File: src/rtl/fu_exec.sv
// rtl/fu_exec.sv - FU0/FU1 ALU and FU2 AGU fixed-latency execute with single-CDB writeback
// Configuration macro: FU_EXEC_CDB_RR_EN (round-robin CDB arbitration; fixed priority FU2>FU0>FU1 when undefined)
module fu_exec #(
    parameter int PREG_WIDTH = 6,
    parameter int ALU_LAT    = 1,
    parameter int AGU_LAT    = 2,
    // Reservation-station entry layout, LSB first
    localparam int F_DATA1 = 0,
    localparam int F_DATA2 = 32,
    localparam int F_IMM   = 64,
    localparam int F_ALUOP = 96,
    localparam int F_CSIGS = 99,
    localparam int CSIGS_W = 4,
    localparam int F_RD    = F_CSIGS + CSIGS_W,
    localparam int F_ROB   = F_RD + PREG_WIDTH,
    localparam int RS_WIDTH = F_ROB + 6
) (
    input  logic                  clk,
    input  logic                  rst,
    input  logic                  flush,
    input  logic [RS_WIDTH-1:0]   instr_in0,
    input  logic [RS_WIDTH-1:0]   instr_in1,
    input  logic [RS_WIDTH-1:0]   instr_in2,
    input  logic [2:0]            instr_valid,
    output logic [2:0]            fu_ready,
    output logic                  cdb_valid,
    output logic [PREG_WIDTH-1:0] cdb_tag,
    output logic [31:0]           cdb_data,
    output logic [5:0]            cdb_rob,
    output logic [1:0]            cdb_fu,
    output logic                  illegal_issue
);

    typedef enum logic [1:0] {S_IDLE, S_BUSY, S_DONE} state_t;

    state_t                  state_q [3];
    state_t                  state_d [3];
    logic [2:0]              cnt_q   [3];
    logic [31:0]             d1_q    [3];
    logic [31:0]             d2_q    [3];
    logic [31:0]             imm_q   [3];
    logic [2:0]              op_q    [3];
    logic                    src_q   [3];
    logic [PREG_WIDTH-1:0]   rd_q    [3];
    logic [5:0]              rob_q   [3];
    logic [31:0]             res_q   [3];
    logic [31:0]             res_c   [3];
    logic [RS_WIDTH-1:0]     instr   [3];
    logic [2:0]              idle;
    logic [2:0]              done;
    logic [2:0]              issue_ok;
    logic                    gnt_any;
    logic [1:0]              gnt_idx;
    logic                    unused_csigs;

    assign instr[0] = instr_in0;
    assign instr[1] = instr_in1;
    assign instr[2] = instr_in2;

    // Only ALUSrc (c_sigs bit 0) matters to execution
    assign unused_csigs = ^{instr_in0[F_CSIGS+1 +: CSIGS_W-1],
                            instr_in1[F_CSIGS+1 +: CSIGS_W-1],
                            instr_in2[F_CSIGS+1 +: CSIGS_W-1]};

    function automatic logic [31:0] alu(input logic [2:0] op, input logic [31:0] a,
                                        input logic [31:0] b);
        logic [31:0] r;
        case (op)
            3'b000:  r = a + b;
            3'b001:  r = a - b;
            3'b010:  r = a & b;
            3'b011:  r = a | b;
            3'b100:  r = a ^ b;
            3'b101:  r = a << b[4:0];
            3'b110:  r = a >> b[4:0];
            default: r = $signed(a) >>> b[4:0];
        endcase
        return r;
    endfunction

    always_comb begin
        for (int k = 0; k < 3; k++) begin
            idle[k]     = (state_q[k] == S_IDLE);
            done[k]     = (state_q[k] == S_DONE);
            issue_ok[k] = instr_valid[k] && idle[k] && !flush;
        end
        res_c[0] = alu(op_q[0], d1_q[0], src_q[0] ? imm_q[0] : d2_q[0]);
        res_c[1] = alu(op_q[1], d1_q[1], src_q[1] ? imm_q[1] : d2_q[1]);
        res_c[2] = d1_q[2] + imm_q[2];
    end

`ifdef FU_EXEC_CDB_RR_EN
    logic [1:0] ptr_q;

    always_comb begin
        logic [2:0] idx;
        gnt_any = 1'b0;
        gnt_idx = 2'd0;
        idx     = 3'd0;
        for (int i = 0; i < 3; i++) begin
            idx = {1'b0, ptr_q} + 3'(i);
            if (idx >= 3'd3) idx = idx - 3'd3;
            if (!gnt_any && done[idx[1:0]]) begin
                gnt_any = 1'b1;
                gnt_idx = idx[1:0];
            end
        end
    end

    always_ff @(posedge clk) begin
        if (rst)
            ptr_q <= 2'd0;
        else if (!flush && gnt_any)
            ptr_q <= (gnt_idx == 2'd2) ? 2'd0 : gnt_idx + 2'd1;
    end
`else
    always_comb begin
        gnt_any = |done;
        gnt_idx = 2'd0;
        if (done[2])      gnt_idx = 2'd2;
        else if (done[0]) gnt_idx = 2'd0;
        else if (done[1]) gnt_idx = 2'd1;
    end
`endif

    always_comb begin
        for (int k = 0; k < 3; k++) begin
            state_d[k] = state_q[k];
            if (flush) begin
                state_d[k] = S_IDLE;
            end else begin
                case (state_q[k])
                    S_IDLE:  if (instr_valid[k]) state_d[k] = S_BUSY;
                    S_BUSY:  if (cnt_q[k] == 3'd0) state_d[k] = S_DONE;
                    S_DONE:  if (gnt_any && gnt_idx == 2'(k)) state_d[k] = S_IDLE;
                    default: state_d[k] = S_IDLE;
                endcase
            end
        end
    end

    always_ff @(posedge clk) begin
        if (rst) begin
            for (int k = 0; k < 3; k++) begin
                state_q[k] <= S_IDLE;
                cnt_q[k]   <= 3'd0;
                d1_q[k]    <= '0;
                d2_q[k]    <= '0;
                imm_q[k]   <= '0;
                op_q[k]    <= '0;
                src_q[k]   <= 1'b0;
                rd_q[k]    <= '0;
                rob_q[k]   <= '0;
                res_q[k]   <= '0;
            end
            fu_ready      <= 3'b111;
            cdb_valid     <= 1'b0;
            cdb_tag       <= '0;
            cdb_data      <= '0;
            cdb_rob       <= '0;
            cdb_fu        <= '0;
            illegal_issue <= 1'b0;
        end else begin
            for (int k = 0; k < 3; k++) begin
                state_q[k]  <= state_d[k];
                fu_ready[k] <= (state_d[k] == S_IDLE);
                if (flush) begin
                    cnt_q[k] <= 3'd0;
                end else if (issue_ok[k]) begin
                    d1_q[k]  <= instr[k][F_DATA1 +: 32];
                    d2_q[k]  <= instr[k][F_DATA2 +: 32];
                    imm_q[k] <= instr[k][F_IMM +: 32];
                    op_q[k]  <= instr[k][F_ALUOP +: 3];
                    src_q[k] <= instr[k][F_CSIGS];
                    rd_q[k]  <= instr[k][F_RD +: PREG_WIDTH];
                    rob_q[k] <= instr[k][F_ROB +: 6];
                    cnt_q[k] <= (k == 2) ? 3'(AGU_LAT - 1) : 3'(ALU_LAT - 1);
                end else if (state_q[k] == S_BUSY) begin
                    if (cnt_q[k] == 3'd0)
                        res_q[k] <= res_c[k];
                    else
                        cnt_q[k] <= cnt_q[k] - 3'd1;
                end
            end
            // Issue collisions are only illegal when the issue would otherwise be accepted
            if (!flush && |(instr_valid & ~idle))
                illegal_issue <= 1'b1;
            if (flush) begin
                cdb_valid <= 1'b0;
            end else if (gnt_any) begin
                cdb_valid <= 1'b1;
                cdb_tag   <= rd_q[gnt_idx];
                cdb_data  <= res_q[gnt_idx];
                cdb_rob   <= rob_q[gnt_idx];
                cdb_fu    <= gnt_idx;
            end else begin
                cdb_valid <= 1'b0;
            end
        end
    end

endmodule
File: config.mk
export PLATFORM = sky130hd
export DESIGN_NAME = fu_exec
export DESIGN_NICKNAME = d
export VERILOG_FILES = /design/src/rtl/fu_exec.sv
export SDC_FILE = /design/constraint.sdc
export NUM_CORES = 2
export LEC_CHECK = 0
export BUFFER_PORTS_ARGS = -buffer_cell sky130_fd_sc_hd__buf_2
export CAP_MARGIN = 20
export CORE_UTILIZATION = 61
export CTS_BUF_LIST = sky130_fd_sc_hd__clkbuf_16
export CTS_CLUSTER_DIAMETER = 40
export DETAILED_ROUTE_END_ITERATION = 8
export PLACE_DENSITY_LB_ADDON = 0.15
export SETUP_SLACK_MARGIN = 0.02
export SLEW_MARGIN = 20
export SYNTH_ARGS = -nofsm -noshare
export SYNTH_HDL_FRONTEND = slang
export SYNTH_SLANG_ARGS = --single-unit
export TNS_END_PERCENT = 5
File: constraint.sdc
create_clock -name clk -period 8.6 [get_ports clk]
set_clock_uncertainty 0.05 [all_clocks]
set_input_delay 1.72 -clock clk [delete_from_list [all_inputs] [get_ports clk]]
set_output_delay 1.72 -clock clk [all_outputs]
set_load 0.02 [all_outputs]
# Word-level counts from Yosys, hierarchy flattened
# Memories as Yosys holds them, arrays and structs flattened. A register that Yosys moved wholly into a read port is not among the register bits.
# Index checks and enable logic that the tools add are counted.
[op_classes]
add_sub_neg = 8
n_mul = 0
n_div = 0
magnitude_cmp = 0
n_eq_ne = 20
shift = 6
n_mux = 113
n_bitwise = 45
n_reduce_logical = 27
[ops]
columns = ["operator", "n"]
rows = [
  ["2-to-1 mux 32 bit", 14],
  ["one-hot mux 32 bit (7 select lines)", 2],
  ["adder 32 bit", 3],
  ["bitwise AND 32 bit", 2],
  ["OR 32 bit", 2],
  ["<< shifter 32 x 5 -> 32 bit", 2],
  ["right shift 32 x 5 -> 32 bit", 2],
  [">>> shifter 32 x 5 -> 32 bit", 2],
  ["subtractor 32 bit", 2],
  ["XOR 32 bit", 2],
  ["2-to-1 mux 1 bit", 60],
  ["2-to-1 mux 3 bit", 12],
  ["2-to-1 mux 6 bit", 6],
  ["OR 1 bit", 36],
  ["2-to-1 mux 2 bit", 16],
  ["== test 3 bit (second input constant)", 6],
  ["one-hot mux 2 bit (3 select lines)", 3],
  ["zero test 3 bit", 5],
  ["zero test 2 bit", 7],
  ["== test 3 x 2 -> 1 bit (second input constant)", 4],
  ["logical AND 1 bit", 10],
  ["subtractor 3 x 1 -> 3 bit (second input constant)", 3],
  ["== test 2 x 1 -> 1 bit (second input constant)", 4],
  ["== test 2 bit (second input constant)", 4],
  ["8 further kinds", 10],
]
[word_totals]
regBits = 7
latch_bits = 0
mem_bits_rw = 447
rom_bits = 0
inputBits = 351
out_inout_bits = 51
elab_cells = 233
mem_count = 10
[mem_list]
columns = ["memory", "words", "word_bits", "read_ports", "rd_ports_with_merged_regs", "wr", "line", "source"]
rows = [
  ["d1_q", 3, 32, 3, 0, 3, "39", "logic [31:0] d1_q [3];"],
  ["d2_q", 3, 32, 2, 0, 3, "40", "logic [31:0] d2_q [3];"],
  ["imm_q", 3, 32, 3, 0, 3, "41", "logic [31:0] imm_q [3];"],
  ["res_q", 3, 32, 1, 1, 3, "46", "logic [31:0] res_q [3];"],
  ["rd_q", 3, 6, 1, 1, 3, "44", "logic [PREG_WIDTH-1:0] rd_q [3];"],
  ["rob_q", 3, 6, 1, 1, 3, "45", "logic [5:0] rob_q [3];"],
  ["+4 memories", "-", "-", "-", "-", "-", "-", ""],
]

# Longest topological paths before layout
# An unclocked memory read counts as a cell.
[logic_depth]
depth_word = 11
mapped_depth = 25
ltp_nobuf = 19

# Worst setup path before layout
# Ideal clock, no wire load.
[synth_path]
kind = "input -> register"
startpoint = "in flush"
endpoint = "mem d1_q[0][0] (enable)"
setup_time_ns = 0.606
arrival_time_ns = 7.095
required_ns = 7.944
path_slack_ns = 0.849
stages = 2
n_path_buf = 1
path_cell_list = "clkbuf_1 o21bai_1"
[synth_rtl]
columns = ["element", "line", "source"]
rows = [
  ["start, declared", "20", "input logic flush,"],
  ["end, declared", "39", ""],
]

==> metrics.txt <==
final instance area=approximately 41,000 sq um; DR WL/cell=26.3 um; proportion of synthesized chip area in sequential cells=between 30 and 40%; top-count cell post-synth=sky130_fd_sc_hd__edfxtp_1; CP Launch Type=flip-flop; drt via density=approximately 6.7; routability congestion estimate from global placement=1.04; Initial Util=between 60% and 70%; Sequential Power Share=approximately a third; Detailed Route Iter0 Violations=~4.7k; unrepaired setup endpoints after global routing=false; final WL=132 mm; post-synthesis to final-layout area growth=12.6%; number of placed instances with taps included=about 4.9k; GRT Util Overall=between 40 and 50%; CTS Sinks=~460; top cells by instance count after synthesis=sky130_fd_sc_hd__edfxtp_1 (405), sky130_fd_sc_hd__a21oi_1 (366), sky130_fd_sc_hd__nor2_1 (344); Die X=between 200 and 250 um; status=finished, violations left; fraction of layout instances using a drive strength above 1=16.3%; worst IR drop on VDD=approximately 190 uV; via count of the first global-routing pass=about 32k; Max Transition Viols Final=0; Clock Power Share=between 30% and 40%; cts hold-fix bufs=0; cell at the root of the clock tree=sky130_fd_sc_hd__clkbuf_16; Post-Synthesis Cell Area=around 37,000 sq um; total grt overflow=0; Synth top area share=approximately a third; total clock buffers created by CTS=66; final setup violation count=0; maximum clock frequency=around 160 MHz; clock-pin slew on the worst setup and hold paths=around 0.06 ns; HPWL after detailed placement=about 95 mm; largest fanout on the critical path=45; crit path from=src_q[0][0]; relative max-transition margin=a little over a tenth; worst hold-check slack=0.429 ns; internal cell power=between 0.005 and 0.006 W; Crit Reg-Reg Startpoint=src_q[0][0]; Leakage=roughly 17 nW; net count after synthesis=around 4.5k; number of optimization iterations in the first detailed-route pass=9; Die Y=247 um; reg2reg end=res_q[0][26]; Power Density=around 200 nW/um^2; number of nets in the layout=roughly 4.8k; sw frac=35.4%; type of the tightest min-delay check=reg -> reg; standard cell core area=between 50,000 and 60,000 sq um; asr flop ratio synth=0%; Yosys reg bits=~460; final-report hold violation count=0; arrival time at the worst endpoint=between 6 and 7 ns; total of buffers placed on input and output ports=between 300 and 400; average size of a mapped cell=9.29 sq um; slew of the pin with the lowest slew margin=about 1.3 ns; top cells by area in the synthesized netlist=sky130_fd_sc_hd__edfxtp_1 (33%), sky130_fd_sc_hd__ha_1 (8.0%), sky130_fd_sc_hd__mux2i_1 (7.7%); top cell type by total area after synthesis=sky130_fd_sc_hd__edfxtp_1; share of the clock period used by the worst path=74.6%; highest cell delay on the worst timing path=0.68 ns; total negative slack for setup checks=0 ns; warnings from Yosys=0; clock latency on the worst-skew pair=between 0.6 and 0.7 ns; cell depth of the worst hold path=2; CTS H-Tree Depth=3; post-CTS sizing=0; number of flops mapped to enable cells by yosys=~400; CTS max path bufs=3; type of the worst setup path=reg -> reg; vias after detailed routing=roughly 34k; fin crit period=6.41 ns; slowest stage cell on the critical path=sky130_fd_sc_hd__buf_4; cell area reported after detailed placement=slightly below 40,000 sq um; final non-filler cell total=roughly 5k; Residual DRC=33; worst-case register-to-register setup slack=approximately 2.2 ns; initial antenna violation count=5; setup fix buffers added after clock tree synthesis=0; crit path to=res_q[0][26]; first-pass GRT wire length=between 150 and 200 mm; top flip-flop cell by instance count after synthesis=sky130_fd_sc_hd__edfxtp_1; list of cells traversed by the critical path=buf_4 > mux2i_4 > inv_2 > nor2_4 > nand3_1 > nor3_1 > nor3b_2 > a21oi_1 > xnor2_1 > ha_1 > a21o_1 > a21oi_1 > o21ai_0 > o31ai_1 > o21ai_0 > xor2_1 > a211oi_1 > nor3_1; total of max-cap violations=0; violations in the final reports=design-rule violations; worst-case reg-to-reg path depth=18; die area=61,000 sq um; power dissipated by switching net loads=a little under 0.003 W; post-synth cell types=100; placement row count=89; endpoint required time on the critical path=8.87 ns; TritonCTS clock tree=yes; number of primary I/O pins=402; Synth Instances=3,942; Critical Path Sink Type=flip-flop; portion of total power attributed to combinational logic=a little under a third; pin count of the biggest net entering global routing=roughly 140; number of routed nets with antenna violations=0
area by class of cell:
class | instances | area [sq um]
antenna | 4 | 10.0
clock buffer | 66 | 1650
clock inverter | 53 | 678
fill | 4550 | 17900
inverter | 166 | 626
multi-input combinational | 3059 | 21700
sequential | 462 | 13300
tap | 773 | 967
timing repair buffer | 422 | 2300
placed cells by master, fill, tap and decap left out, types with 99 or more instances in the layout:
cell / instances
sky130_fd_sc_hd__and2_1: 318
sky130_fd_sc_hd__mux2i_1: 279
sky130_fd_sc_hd__edfxtp_1: 405
sky130_fd_sc_hd__o21ai_0: 205
sky130_fd_sc_hd__xnor2_1: 99
sky130_fd_sc_hd__buf_2: 356
sky130_fd_sc_hd__nor2_1: 343
sky130_fd_sc_hd__ha_1: 233
sky130_fd_sc_hd__nand2_1: 301
sky130_fd_sc_hd__inv_1: 153
sky130_fd_sc_hd__a21oi_1: 366
sequential cells by signal, indices dropped and copies added (netlist names), 9 cells and up:
signal	count
res_q	96
rob_q	18
rd_q	18
d1_q	96
cdb_data	32
imm_q	96
cnt_q	9
d2_q	64
routing by layer:
layer	up-vias	part of all wire [%]	routed length (um)	track usage, %
met2	2038	46	60000	66.5
met5	-	0.0083	11	0
met1	16000	37	49400	53.5
li1	15000	-	-	-
met3	477	10	13300	8.95
met4	2	6.9	9040	25.7
power by group through the flow:
| stage | clock network [W] | registers (W) | logic, W |
|---|---|---|---|
| 6_report | 0.00288 | 0.00274 | 0.00259 |
| 5_1_grt | 0.00299 | 0.00275 | 0.00274 |
| 4_1_cts | 0.00289 | 0.00273 | 0.00249 |
| 3_5_place_dp | 0 | 0.00278 | 0.00247 |
| 3_3_place_gp | 0 | 0.00277 | 0.00245 |
| 2_1_floorplan | 0 | 0.00274 | 0.00170 |
cell families (layout without fill, tap and decap cells):
group	Yosys count	count (layout)	share of synthesized area (%)
XOR/XNOR	132	132	3.20
AO/OA/AOI/OAI	1107	1107	19.5
AND/OR/NAND/NOR	1214	1214	16.3
buffers and inverters	421	707	4.77
other	0	4	0
adder cells (fa/ha/maj)	236	236	8.13
multiplexers	370	370	11.8
flip-flops	462	462	36.3
how the worst min path moves through the flow:
stage                  start       endpoint  slack (ns)
6_report        cdb_data[26]   cdb_data[26]        0.43
5_1_grt         res_q[2][21]   cdb_data[21]        0.46
4_1_cts        illegal_issue  illegal_issue        0.42
3_5_place_dp   illegal_issue  illegal_issue        0.41
3_3_place_gp    cdb_data[22]   cdb_data[22]        0.41
2_1_floorplan    res_q[2][0]    cdb_data[0]        0.41
per-stage QoR:
stage | utilization [%] | setup slack [ns] | power (W)
detailed placement | 65.8 | 2.42 | 0.00525
finish | 69.8 | 2.19 | 0.00821
global placement | 65.8 | 2.33 | 0.00522
CTS | 69.7 | 2.36 | 0.00812
floorplan | - | 0.849 | 0.00444
global route | 69.8 | 1.97 | 0.00848
worst max-delay path: cells and delay by family, from the launching register on:
kind | cells | cell delay [ns]
AO/OA/AOI/OAI | 7 | 1.82
AND/OR/NAND/NOR | 5 | 1.70
XOR/XNOR | 2 | 0.37
adder cells (fa/ha/maj) | 1 | 0.39
multiplexers | 1 | 0.36
flip-flops | 1 | 0.64
buffers and inverters | 2 | 0.75
No activity file was read; power rests on OpenSTA's default activity.
